### src/rtl/riscv_multi_pkg.sv
// Shared encodings for the multicycle RISC-V control path: FSM states,
// opcodes, funct3 values and every datapath mux/ALU select encoding.
// Pure declarations; no logic, no latency, no flow control.
package riscv_multi_pkg;

    typedef enum logic [3:0] {
        S_FETCH    = 4'd0,
        S_DECODE   = 4'd1,
        S_MEMADR   = 4'd2,
        S_MEMREAD  = 4'd3,
        S_MEMWB    = 4'd4,
        S_MEMWRITE = 4'd5,
        S_EXECUTER = 4'd6,
        S_EXECUTEI = 4'd7,
        S_ALUWB    = 4'd8,
        S_JAL      = 4'd9,
        S_BRANCH   = 4'd10
    } state_t;

    // Major opcodes handled by the sequencer
    localparam logic [6:0] OP_LOAD   = 7'b0000011;
    localparam logic [6:0] OP_STORE  = 7'b0100011;
    localparam logic [6:0] OP_RTYPE  = 7'b0110011;
    localparam logic [6:0] OP_ITYPE  = 7'b0010011;
    localparam logic [6:0] OP_JAL    = 7'b1101111;
    localparam logic [6:0] OP_BRANCH = 7'b1100011;

    // funct3 values used by the ALU decoder and branch evaluation
    localparam logic [2:0] F3_ADD  = 3'b000;
    localparam logic [2:0] F3_SLT  = 3'b010;
    localparam logic [2:0] F3_XOR  = 3'b100;
    localparam logic [2:0] F3_OR   = 3'b110;
    localparam logic [2:0] F3_AND  = 3'b111;
    localparam logic [2:0] F3_BEQ  = 3'b000;
    localparam logic [2:0] F3_BNE  = 3'b001;
    localparam logic [2:0] F3_BLT  = 3'b100;
    localparam logic [2:0] F3_BGE  = 3'b101;
    localparam logic [2:0] F3_BLTU = 3'b110;
    localparam logic [2:0] F3_BGEU = 3'b111;

    // ALU operation select
    localparam logic [2:0] ALU_ADD = 3'b000;
    localparam logic [2:0] ALU_SUB = 3'b001;
    localparam logic [2:0] ALU_AND = 3'b010;
    localparam logic [2:0] ALU_OR  = 3'b011;
    localparam logic [2:0] ALU_XOR = 3'b100;
    localparam logic [2:0] ALU_SLT = 3'b101;

    // Result bus source
    localparam logic [1:0] RES_ALUOUT = 2'b00;
    localparam logic [1:0] RES_DATA   = 2'b01;
    localparam logic [1:0] RES_ALURES = 2'b10;

    // ALU operand sources
    localparam logic [1:0] ASEL_PC    = 2'b00;
    localparam logic [1:0] ASEL_OLDPC = 2'b01;
    localparam logic [1:0] ASEL_RS1   = 2'b10;
    localparam logic [1:0] BSEL_RS2   = 2'b00;
    localparam logic [1:0] BSEL_XIMM  = 2'b01;
    localparam logic [1:0] BSEL_FOUR  = 2'b10;

    // Immediate format select
    localparam logic [1:0] IMM_I = 2'b00;
    localparam logic [1:0] IMM_S = 2'b01;
    localparam logic [1:0] IMM_B = 2'b10;
    localparam logic [1:0] IMM_J = 2'b11;

    // Immediate format implied by the opcode; I-format for anything without
    // a dedicated encoding so loads and I-type ALU ops fall out naturally.
    function automatic logic [1:0] imm_sel_from_opcode(input logic [6:0] op);
        case (op)
            OP_STORE:  return IMM_S;
            OP_BRANCH: return IMM_B;
            OP_JAL:    return IMM_J;
            default:   return IMM_I;
        endcase
    endfunction

endpackage

### src/rtl/alu_decoder.sv
// Maps funct3/funct7b5 and the R-type flag onto the ALU operation select.
// Purely combinational, zero latency.
// No flow control; output follows inputs.
module alu_decoder
    import riscv_multi_pkg::*;
(
    input  logic [2:0] funct3_i,
    input  logic       funct7b5_i,
    input  logic       rtype_i,
    output logic [2:0] alu_control_o
);

    // funct3 selects the operation; only R-type may turn add into sub
    always_comb begin
        alu_control_o = ALU_ADD;
        case (funct3_i)
            F3_ADD:  alu_control_o = (rtype_i && funct7b5_i) ? ALU_SUB : ALU_ADD;
            F3_SLT:  alu_control_o = ALU_SLT;
            F3_XOR:  alu_control_o = ALU_XOR;
            F3_OR:   alu_control_o = ALU_OR;
            F3_AND:  alu_control_o = ALU_AND;
            default: alu_control_o = ALU_ADD;
        endcase
    end

endmodule

### src/rtl/multicycle_controller.sv
// Multicycle RISC-V control FSM driving every shared-datapath mux and enable.
// Latency: branch 3, R/I/store/jal 4, load 5 cycles, +1 per mem_ready=0 wait.
// Stalls in FETCH/MEMREAD/MEMWRITE until mem_ready; BRANCH_EXT_EN adds bne/blt/bge/bltu/bgeu.
module multicycle_controller
    import riscv_multi_pkg::*;
(
    input  logic       clk,
    input  logic       reset,
    input  logic [6:0] opcode,
    input  logic [2:0] funct3,
    input  logic       funct7b5,
    input  logic       N,
    input  logic       Z,
    input  logic       C,
    input  logic       V,
    input  logic       mem_ready,
    output logic       PC_write,
    output logic       adr_sel,
    output logic       IR_write,
    output logic       mem_write,
    output logic       regfile_wren,
    output logic [1:0] result_sel,
    output logic [1:0] ALU_asel,
    output logic [1:0] ALU_bsel,
    output logic [1:0] ximm_sel,
    output logic [2:0] ALU_control,
    output logic       instr_done
);

    state_t     state_q, state_d;
    logic       is_rtype;
    logic [2:0] dec_alu_control;
    logic       branch_taken;

    // Strobes before reset gating
    logic       pc_write_raw;
    logic       ir_write_raw;
    logic       mem_write_raw;
    logic       rf_wren_raw;
    logic       done_raw;

    assign is_rtype = (opcode == OP_RTYPE);

    alu_decoder u_alu_decoder (
        .funct3_i      (funct3),
        .funct7b5_i    (funct7b5),
        .rtype_i       (is_rtype),
        .alu_control_o (dec_alu_control)
    );

`ifdef BRANCH_EXT_EN
    // Full conditional-branch set evaluated from the subtract flags
    always_comb begin
        branch_taken = 1'b0;
        case (funct3)
            F3_BEQ:  branch_taken = Z;
            F3_BNE:  branch_taken = ~Z;
            F3_BLT:  branch_taken = N ^ V;
            F3_BGE:  branch_taken = ~(N ^ V);
            F3_BLTU: branch_taken = ~C;
            F3_BGEU: branch_taken = C;
            default: branch_taken = 1'b0;
        endcase
    end
`else
    // Only beq is supported; N/C/V have no consumer in this build
    logic unused_flags;
    assign unused_flags = ^{N, C, V};
    assign branch_taken = (funct3 == F3_BEQ) & Z;
`endif

    // State register; reset parks the sequencer at FETCH
    always_ff @(posedge clk or negedge reset) begin
        if (!reset) begin
            state_q <= S_FETCH;
        end else begin
            state_q <= state_d;
        end
    end

    // Next-state sequencing, holding in the memory states until mem_ready
    always_comb begin
        state_d = state_q;
        case (state_q)
            S_FETCH:    state_d = mem_ready ? S_DECODE : S_FETCH;
            S_DECODE: begin
                case (opcode)
                    OP_LOAD, OP_STORE: state_d = S_MEMADR;
                    OP_RTYPE:          state_d = S_EXECUTER;
                    OP_ITYPE:          state_d = S_EXECUTEI;
                    OP_JAL:            state_d = S_JAL;
                    OP_BRANCH:         state_d = S_BRANCH;
                    default:           state_d = S_FETCH;
                endcase
            end
            S_MEMADR:   state_d = (opcode == OP_STORE) ? S_MEMWRITE : S_MEMREAD;
            S_MEMREAD:  state_d = mem_ready ? S_MEMWB : S_MEMREAD;
            S_MEMWB:    state_d = S_FETCH;
            S_MEMWRITE: state_d = mem_ready ? S_FETCH : S_MEMWRITE;
            S_EXECUTER: state_d = S_ALUWB;
            S_EXECUTEI: state_d = S_ALUWB;
            S_ALUWB:    state_d = S_FETCH;
            S_JAL:      state_d = S_ALUWB;
            S_BRANCH:   state_d = S_FETCH;
            default:    state_d = S_FETCH;
        endcase
    end

    // Per-state datapath control decode; unlisted outputs stay at 0
    always_comb begin
        pc_write_raw  = 1'b0;
        ir_write_raw  = 1'b0;
        mem_write_raw = 1'b0;
        rf_wren_raw   = 1'b0;
        done_raw      = 1'b0;
        adr_sel       = 1'b0;
        result_sel    = RES_ALUOUT;
        ALU_asel      = ASEL_PC;
        ALU_bsel      = BSEL_RS2;
        ximm_sel      = IMM_I;
        ALU_control   = ALU_ADD;
        case (state_q)
            S_FETCH: begin
                // PC+4 goes straight from the ALU to PC as the word arrives
                ALU_bsel     = BSEL_FOUR;
                result_sel   = RES_ALURES;
                ir_write_raw = mem_ready;
                pc_write_raw = mem_ready;
            end
            S_DECODE: begin
                // Branch/jump target lands in ALU_out for later states
                ALU_asel = ASEL_OLDPC;
                ALU_bsel = BSEL_XIMM;
                ximm_sel = imm_sel_from_opcode(opcode);
            end
            S_MEMADR: begin
                ALU_asel = ASEL_RS1;
                ALU_bsel = BSEL_XIMM;
                ximm_sel = imm_sel_from_opcode(opcode);
            end
            S_MEMREAD: begin
                adr_sel = 1'b1;
            end
            S_MEMWB: begin
                result_sel  = RES_DATA;
                rf_wren_raw = 1'b1;
                done_raw    = 1'b1;
            end
            S_MEMWRITE: begin
                adr_sel       = 1'b1;
                mem_write_raw = 1'b1;
                done_raw      = mem_ready;
            end
            S_EXECUTER: begin
                ALU_asel    = ASEL_RS1;
                ALU_bsel    = BSEL_RS2;
                ALU_control = dec_alu_control;
            end
            S_EXECUTEI: begin
                ALU_asel    = ASEL_RS1;
                ALU_bsel    = BSEL_XIMM;
                ximm_sel    = IMM_I;
                ALU_control = dec_alu_control;
            end
            S_ALUWB: begin
                result_sel  = RES_ALUOUT;
                rf_wren_raw = 1'b1;
                done_raw    = 1'b1;
            end
            S_JAL: begin
                // Target from DECODE loads PC while the ALU forms the link value
                ALU_asel     = ASEL_OLDPC;
                ALU_bsel     = BSEL_FOUR;
                result_sel   = RES_ALUOUT;
                pc_write_raw = 1'b1;
            end
            S_BRANCH: begin
                ALU_asel     = ASEL_RS1;
                ALU_bsel     = BSEL_RS2;
                ALU_control  = ALU_SUB;
                result_sel   = RES_ALUOUT;
                pc_write_raw = branch_taken;
                done_raw     = 1'b1;
            end
            default: begin
                ALU_bsel   = BSEL_FOUR;
                result_sel = RES_ALURES;
            end
        endcase
    end

    // Reset gates every strobe combinationally so none survives assertion
    assign PC_write     = pc_write_raw  & reset;
    assign IR_write     = ir_write_raw  & reset;
    assign mem_write    = mem_write_raw & reset;
    assign regfile_wren = rf_wren_raw   & reset;
    assign instr_done   = done_raw      & reset;

endmodule
### config.mk
export PLATFORM = sky130hd
export DESIGN_NAME = multicycle_controller
export DESIGN_NICKNAME = d
export VERILOG_FILES = /design/src/rtl/riscv_multi_pkg.sv /design/src/rtl/alu_decoder.sv /design/src/rtl/multicycle_controller.sv
export SDC_FILE = /design/constraint.sdc
export NUM_CORES = 1
export LEC_CHECK = 0
export ABC_AREA = 1
export BUFFER_PORTS_ARGS = -buffer_cell sky130_fd_sc_hd__buf_4
export CAP_MARGIN = 25
export CORE_MARGIN = 2
export CORE_UTILIZATION = 30
export CTS_BUF_LIST = sky130_fd_sc_hd__clkbuf_4 sky130_fd_sc_hd__clkbuf_8
export CTS_CLUSTER_DIAMETER = 200
export DETAILED_ROUTE_END_ITERATION = 10
export GPL_ROUTABILITY_DRIVEN = 1
export MAX_ROUTING_LAYER = met4
export SKIP_CTS_REPAIR_TIMING = 1
export SLEW_MARGIN = 0
export SYNTH_ARGS = -nofsm -noshare
export SYNTH_HDL_FRONTEND = slang
export SYNTH_HIERARCHICAL = 1
export SYNTH_SLANG_ARGS = --single-unit
### constraint.sdc
create_clock -name clk -period 1.65 [get_ports clk]
set_clock_uncertainty 0.05 [all_clocks]
set_input_delay 0.33 -clock clk [delete_from_list [all_inputs] [get_ports clk]]
set_output_delay 0.33 -clock clk [all_outputs]
set_load 0.05 [all_outputs]
==> flow_summary_export.csv, run 1 <==
group,metric,value,unit
power_and_ir_drop,p_comb_share,77.6,%
run_status,failed_checks,"negative setup slack",
power_and_ir_drop,ir_worst_vdd,695.9,uV
placed_design,place_inst,204,
synthesis,yosysUniqueCellTypes,16,
floorplanning,coreArea,1982,um^2
critical_path,path_class,"flop to output pin",
critical_path,critPathRequiredTime,1270,ps
placed_design,pre_cts_slack,-103.1,ps
clock_tree,cts_tree,"done",
power_and_ir_drop,p_leak,0.7414,nW
placed_design,port_buffers,31,
layout,multi_input_area,570.5,um^2
global_routing,grt-ovfl-total,0,
power_and_ir_drop,power_frac_clock,10.0,%
power_and_ir_drop,finalPower,1.482,mW
layout,final-seq-area,103.9,um^2
layout,fin_nets,203,
synthesis,yosys-top-cells-count,"nand2_1, inv_1, nor2_1, nand3_1, dfrtp_1",
global_routing,globalRouteTotalUtil,16.82,%
timing,min_period,1842,ps
placed_design,dpl.hpwl,1632,um
power_and_ir_drop,pwr-share-seq,12.4,%
synthesis,synth_top_area_cell,"nand2_1",
route,ant_nets,0,
route,wl,2241,um
floorplanning,die_h,49.94,um
synthesis,synth_ff_type,"dfrtp_1",
synthesis,synth-seq-cells,4,
clock_tree,clockBufferDepth,2,
critical_path,critPathLaunchType,"flop",
route,wl_met1,888,um
timing,slew_headroom,81.82,%
synthesis,yosys_warnings,6,
route,wl_per_cell,10.62,um
route,drt_pass1_iterations,5,
power_and_ir_drop,p_per_area,1147,nW/um^2
layout,drive_gt1_share,51.09,%
placed_design,gp_congestion,0.8703,
timing,setup_viol,16,
timing,tightestPinTransition,270.5,ps
layout,regMostFlops,"state_q",
layout,n_fill_cell,183,
timing,whs,429.7,ps
synthesis,synth_top_area_share,27.87,%
floorplanning,initial_core_util,31.94,%
power_and_ir_drop,power.internal,680.8,uW
route,viasPerCell,4.540,
synthesis,synth-edff-count,0,
route,dr_total_vias,958,
route,drt_iter0_drc,22,
hold_path,hp-class,"primary input to flop",
clock_tree,numCtsBuffers,3,
layout,largest_register_ff_count,4,
global_routing,grt_max_degree,9,
critical_path,cp_data_arrival_time,1460,ps
job,maxCapViolCount,0,
synthesis,syn_inst,129,
synthesis,syn-num-nets,147,
timing,rsz0062_at_grt,"yes",
floorplanning,die_w,49.94,um
power_and_ir_drop,p_switching,801.6,uW
global_routing,grt_pass1_vias,860,
floorplanning,dieArea,2494,um^2
power_and_ir_drop,p_sw_share,54.08,%
clock_tree,worst_skew_pair.late_latency,230,ps
clock_tree,root_buffer,"clkbuf_4",
timing,finalCritPeriodShare,111.7,%
layout,antennaDiodeCount,0,
synthesis,synth_area_leaders,"nand2_1, dfrtp_1, inv_1",
critical_path,cp-end-kind,"output pin",
synthesis,syn_avg_cell_area,4.908,um^2
layout,area_growth,104.2,%
layout,top_regs,"state_q x4",
critical_path,worst-path-max-fanout,4,
route,drc,0,
floorplanning,io_pins,35,
route,wl_met2,1267,um
clock_tree,htreeDepth,1,
synthesis,synthArstFlopShare,100.0,%
route,wl_met3,85,um
synthesis,synth_area,633.1,um^2
clock_tree,cts.sinks,4,
clock_tree,clk_pin_slew,40,ps
global_routing,grt_pass1_wl,3270,um
timing,setup_ws,-192.4,ps
layout,final_util,65.21,%
timing,fmax,542.8,MHz
synthesis,yosysMostFrequentCell,"nand2_1",
route,routed.top_layer,"met3",
layout,final_cells,211,
floorplanning,rows,16,
timing,drv_slew,0,
timing,hold_viol,0,
run_status,status,"complete, but fails checks",
synthesis,seq_area_frac_synth,15.81,%
global_routing,antenna_found_initial,0,
-- path summary, 6_finish.rpt --
kind                             from    endpoint  slack, ps  cells after the start
min reg2reg                state_q[1]  state_q[3]        680                      2
min                         mem_ready  state_q[0]        430                      4
max reg2reg                state_q[2]  state_q[2]        310                      9
max                        state_q[0]    PC_write       -190                      8
max in group asynchronous       reset  state_q[0]        910                      2
min in group asynchronous       reset  state_q[1]        450                      2
-- cell type report --
type | count | share of cell area, %
clock buffer | 4 | 2.323
sequential | 4 | 8.035
tap | 27 | 2.614
inverter | 27 | 7.841
multi-input combinational | 98 | 44.14
timing repair buffer | 51 | 35.04
-- cell usage in the layout (no fill, tap or decap) --
| cell type | count |
|---|---|
| a21oi_2 | 1 |
| a21oi_4 | 1 |
| buf_4 | 34 |
| buf_6 | 14 |
| buf_8 | 2 |
| clkbuf_4 | 4 |
| dfrtp_1 | 1 |
| dfrtp_2 | 3 |
| dlygate4sd3_1 | 1 |
| inv_1 | 21 |
| inv_2 | 6 |
| nand2_1 | 40 |
| nand2_2 | 5 |
| nand2_4 | 5 |
| nand3_1 | 8 |
| nand3_2 | 1 |
| nand3b_1 | 1 |
| nor2_1 | 15 |
| nor2_2 | 5 |
| nor2_4 | 8 |
| nor3_1 | 1 |
| nor3_2 | 1 |
| nor3_4 | 1 |
| o211ai_1 | 1 |
| o21ai_1 | 1 |
| o21ai_2 | 2 |
| o21bai_2 | 1 |
-- power by group through the flow --
stage / registers, mW / clock network, mW / logic, mW
CTS: 0.156 / 0.153 / 0.912
finish: 0.184 / 0.149 / 1.15
global placement: 0.158 / 0 / 0.904
floorplan: 0.158 / 0 / 0.596
global route: 0.187 / 0.169 / 1.22
detailed placement: 0.157 / 0 / 0.910
-- worst max-delay path: stages (launching register included) --
cell	delay (ps)
dfrtp_2	460
inv_2	90
nand2_4	80
nor2_4	130
nand2_1	70
nand2_1	100
nand2_1	60
nand2_1	80
buf_6	160
-- metrics by stage --
stage / cell area, um^2 / setup TNS, ps
4_1_cts: 1090 / -2279
3_3_place_gp: 1060 / -119.6
5_1_grt: 1292 / -2930
2_1_floorplan: 665.6 / -341.6
3_5_place_dp: 1060 / -130.2
6_report: 1292 / -1573
-- per-layer routing --
layer  up-vias  global-route usage, %
met5         -                      -
met4         0                  6.481
met3         0                 0.9091
met2        27                  30.67
met1       433                  19.12
li1        498                      -
-- cell families after synthesis --
kind of cell	after synthesis	synth area share (%)
flip-flops	4	15.81
AO/OA/AOI/OAI	7	6.918
buffers and inverters	27	16.01
AND/OR/NAND/NOR	91	61.26
Note: power is estimated with default switching activity, not from simulation.
==> inputs of run 2 (changes only) <==
- CTS_BUF_LIST: sky130_fd_sc_hd__clkbuf_4 sky130_fd_sc_hd__clkbuf_8 -> unset
==> flow_summary_export.csv, run 2 (same netlist as run 1, synthesis figures left out) <==
group,metric,value,unit
run_status,status,"complete, but fails checks",
run_status,failed_checks,"negative setup slack",
route,ant_nets,0,
layout,design_area,1304,um^2
power_and_ir_drop,p_switching,809.3,uW
global_routing,antenna_found_initial,0,
timing,drv_slew,0,
layout,fin_nets,204,
layout,top_regs,"state_q x4",
power_and_ir_drop,power.internal,673.4,uW
clock_tree,worst_skew_pair.late_latency,230,ps
clock_tree,root_buffer,"clkbuf_4",
route,dr_total_vias,966,
timing,min_period,1826,ps
critical_path,cp_data_arrival_time,1450,ps
placed_design,pre_cts_slack,-103.1,ps
power_and_ir_drop,p_comb_share,78.8,%
layout,final_common_cell,"nand2_1",
timing,setup_ws,-175.8,ps
clock_tree,cts.sinks,4,
critical_path,path_class,"flop to output pin",
placed_design,port_buffers,31,
floorplanning,coreArea,1982,um^2
floorplanning,die_w,49.94,um
layout,final_util,65.78,%
power_and_ir_drop,p_per_area,1137,nW/um^2
route,wl_per_cell,10.60,um
route,drc,0,
power_and_ir_drop,ir_worst_vdd,691.4,uV
layout,n_fill_cell,181,
power_and_ir_drop,p_leak,0.7423,nW
layout,regMostFlops,"state_q",
timing,setup_viol,16,
critical_path,critPathRequiredTime,1270,ps
global_routing,grt_pass1_vias,861,
floorplanning,initial_core_util,31.94,%
layout,area_growth,105.9,%
route,wl,2247,um
route,viasPerCell,4.557,
layout,antennaDiodeCount,0,
clock_tree,numCtsBuffers,3,
power_and_ir_drop,power_frac_clock,8.8,%
timing,rsz0062_at_grt,"yes",
timing,fin_setup_tns,-1560,ps
global_routing,grt_max_degree,9,
placed_design,gp_congestion,0.8703,
route,drt_pass1_iterations,4,
floorplanning,die_h,49.94,um
critical_path,worst-path-max-fanout,4,
clock_tree,clockBufferDepth,2,
floorplanning,rows,16,
timing,hold_viol,0,
critical_path,cp-end-kind,"output pin",
layout,largest_register_ff_count,4,
power_and_ir_drop,finalPower,1.483,mW
clock_tree,htreeDepth,1,
placed_design,dpl-instance-area,1060,um^2
timing,fmax,547.7,MHz
clock_tree,clk_pin_slew,40,ps
critical_path,critPathLaunchType,"flop",
power_and_ir_drop,p_sw_share,54.58,%
clock_tree,cts_tree,"done",
job,maxCapViolCount,0,
global_routing,grt_pass1_wl,3243,um
timing,tightestPinTransition,270.5,ps
floorplanning,dieArea,2494,um^2
floorplanning,io_pins,35,
hold_path,hp-class,"primary input to flop",
timing,finalCritPeriodShare,110.7,%
layout,final_cell_mix,"nand2_1, buf_4, inv_1",
placed_design,dpl.hpwl,1632,um
global_routing,globalRouteTotalUtil,16.56,%
power_and_ir_drop,pwr-share-seq,12.4,%
global_routing,grt-ovfl-total,0,
layout,drive_gt1_share,52.97,%
timing,slew_headroom,81.83,%
route,drt_iter0_drc,15,
## run 2: cell type report
class                   instances  area, um^2  share of cell area, %
clock buffers                   4       26.28                  2.015
inverters                      27       101.3                  7.773
multi-input cells              98       578.1                  44.34
repair buffers                 52       460.4                  35.32
well taps                      27       33.78                  2.591
flip-flops and latches          4       103.9                  7.965
## run 2: final timing paths
| path | to | from | cells after the start | slack [ps] |
|---|---|---|---|---|
| setup / recovery | PC_write | state_q[0] | 8 | -180 |
| hold / removal | state_q[0] | mem_ready | 4 | 420 |
| setup reg to reg | state_q[2] | state_q[2] | 9 | 310 |
| hold reg to reg | state_q[3] | state_q[1] | 2 | 680 |
| max in group asynchronous | state_q[0] | reset | 2 | 900 |
| min in group asynchronous | state_q[1] | reset | 2 | 450 |
## run 2: critical path, cell delays in order (launching register included)
cell	delay, ps
dfrtp_2	460
inv_2	90
nand2_4	70
nor2_4	140
nand2_1	70
nand2_1	90
nand2_1	60
nand2_1	80
buf_6	160
## run 2: power groups by stage
stage | clock (mW) | sequential (mW) | combinational, mW
2_1_floorplan | 0 | 0.158 | 0.596
3_3_place_gp | 0 | 0.158 | 0.904
3_5_place_dp | 0 | 0.157 | 0.910
4_1_cts | 0.135 | 0.156 | 0.912
5_1_grt | 0.146 | 0.188 | 1.24
6_report | 0.131 | 0.184 | 1.17
## run 2: per-layer routing
layer	vias to the layer above	wire length [um]	GRT usage, %
met5	-	0	-
met4	0	41	6.481
met3	4	89	0
met2	31	1233	30.67
met1	432	882	18.93
li1	499	-	-
## run 2: stage by stage
stage | hold slack, ps | std cells
3_5_place_dp | 94.59 | 204
2_1_floorplan | -15.59 | 129
4_1_cts | -154.3 | 208
3_3_place_gp | 93.21 | 204
5_1_grt | 467.7 | 212
6_report | 422.3 | 212
==> inputs of run 3 (changes only) <==
- SETUP_SLACK_MARGIN: unset -> 0.5
==> flow_summary_export.csv, run 3 (same netlist as run 1, synthesis figures left out) <==
group,metric,value,unit
run_status,status,"complete, but fails checks",
run_status,failed_checks,"negative setup slack",
clock_tree,cts.sinks,4,
job,maxCapViolCount,0,
placed_design,dpl.hpwl,1561,um
layout,top_regs,"state_q x4",
placed_design,gp_congestion,0.9306,
power_and_ir_drop,p_leak,0.7217,nW
floorplanning,die_h,49.94,um
clock_tree,worst_skew_pair.late_latency,240,ps
timing,rsz0062_at_grt,"yes",
route,drc,0,
power_and_ir_drop,p_per_area,1173,nW/um^2
timing,slew_headroom,85.22,%
timing,tightestPinTransition,220.0,ps
power_and_ir_drop,ir_worst_vdd,877.3,uV
clock_tree,htreeDepth,1,
critical_path,critPathRequiredTime,1270,ps
layout,largest_register_ff_count,4,
floorplanning,rows,16,
floorplanning,dieArea,2494,um^2
layout,regMostFlops,"state_q",
floorplanning,coreArea,1982,um^2
global_routing,grt-ovfl-total,0,
route,ant_nets,0,
layout,area_growth,115.4,%
clock_tree,clk_pin_slew,40,ps
route,dr_total_vias,973,
placed_design,place_inst,202,
timing,setup_ws,-176.8,ps
floorplanning,io_pins,35,
clock_tree,cts_tree,"done",
power_and_ir_drop,finalPower,1.600,mW
route,viasPerCell,4.568,
critical_path,worst-path-max-fanout,6,
clock_tree,numCtsBuffers,3,
layout,final_util,68.81,%
timing,min_period,1827,ps
timing,setup_viol,16,
route,drt_iter0_drc,8,
route,wl,2205,um
clock_tree,root_buffer,"clkbuf_4",
timing,finalCritPeriodShare,110.7,%
critical_path,path_class,"flop to output pin",
layout,final_common_cell,"buf_4",
global_routing,globalRouteTotalUtil,16.64,%
layout,drive_gt1_share,59.14,%
floorplanning,die_w,49.94,um
critical_path,cp_data_arrival_time,1450,ps
global_routing,grt_max_degree,9,
layout,final_cells,213,
critical_path,cp-end-kind,"output pin",
clock_tree,clockBufferDepth,2,
route,wl_per_cell,10.35,um
layout,fin_nets,205,
layout,n_fill_cell,164,
critical_path,critPathLaunchType,"flop",
layout,final_cell_mix,"buf_4, nand2_1, inv_1",
layout,antennaDiodeCount,0,
placed_design,port_buffers,31,
floorplanning,initial_core_util,31.94,%
global_routing,grt_pass1_vias,827,
hold_path,hp-class,"primary input to flop",
global_routing,grt_pass1_wl,3215,um
timing,drv_slew,0,
route,drt_pass1_iterations,4,
timing,whs,373.0,ps
timing,fmax,547.4,MHz
timing,hold_viol,0,
global_routing,antenna_found_initial,0,
## run 3: cell type report
class / instances / area (um^2) / share of cell area (%)
well taps: 27 / 33.78 / 2.477
multi-input cells: 98 / 615.6 / 45.14
repair buffers: 53 / 471.7 / 34.59
clock buffers: 4 / 26.28 / 1.927
flip-flops and latches: 4 / 103.9 / 7.615
inverters: 27 / 112.6 / 8.257
## run 3: path summary, 6_finish.rpt
check | startpoint | endpoint | slack [ps] | cells after the start
min | opcode[6] | state_q[2] | 370 | 4
max reg2reg | state_q[1] | state_q[1] | 330 | 7
max | state_q[3] | ALU_control[2] | -180 | 5
min reg2reg | state_q[0] | state_q[3] | 630 | 2
max in group asynchronous | reset | state_q[0] | 900 | 2
min in group asynchronous | reset | state_q[1] | 460 | 2
## run 3: where the power goes
part	switching, mW	total [mW]	internal [mW]
combinational	0.766	1.29	0.525
sequential	0.0471	0.172	0.125
clock	0.0462	0.137	0.0911
total	0.859	1.60	0.741
## run 3: worst max-delay path, cell delays in order (launching register included)
cell	delay, ps
dfrtp_2	460
nor2_2	210
buf_4	140
nand2_2	90
nor2_4	110
buf_4	190
## run 3: routing by layer
| metal | vias to the layer above | global-route usage, % | routed length, um |
|---|---|---|---|
| met2 | 33 | 28.89 | 1158 |
| li1 | 501 | - | - |
| met3 | 8 | 3.030 | 120 |
| met4 | 0 | 5.093 | 72 |
| met1 | 431 | 19.37 | 853 |
| met5 | - | - | 0 |
## run 3: through the flow
step           setup TNS [ps]  setup WS, ps  cell area (um^2)
5_1_grt                 -2939        -234.4              1364
6_report                -1862        -176.8              1364
3_5_place_dp           -106.5        -106.5              1102
3_3_place_gp           -71.11        -71.11              1102
2_1_floorplan          -42.72        -42.72             723.2
4_1_cts                 -2709        -256.8              1129
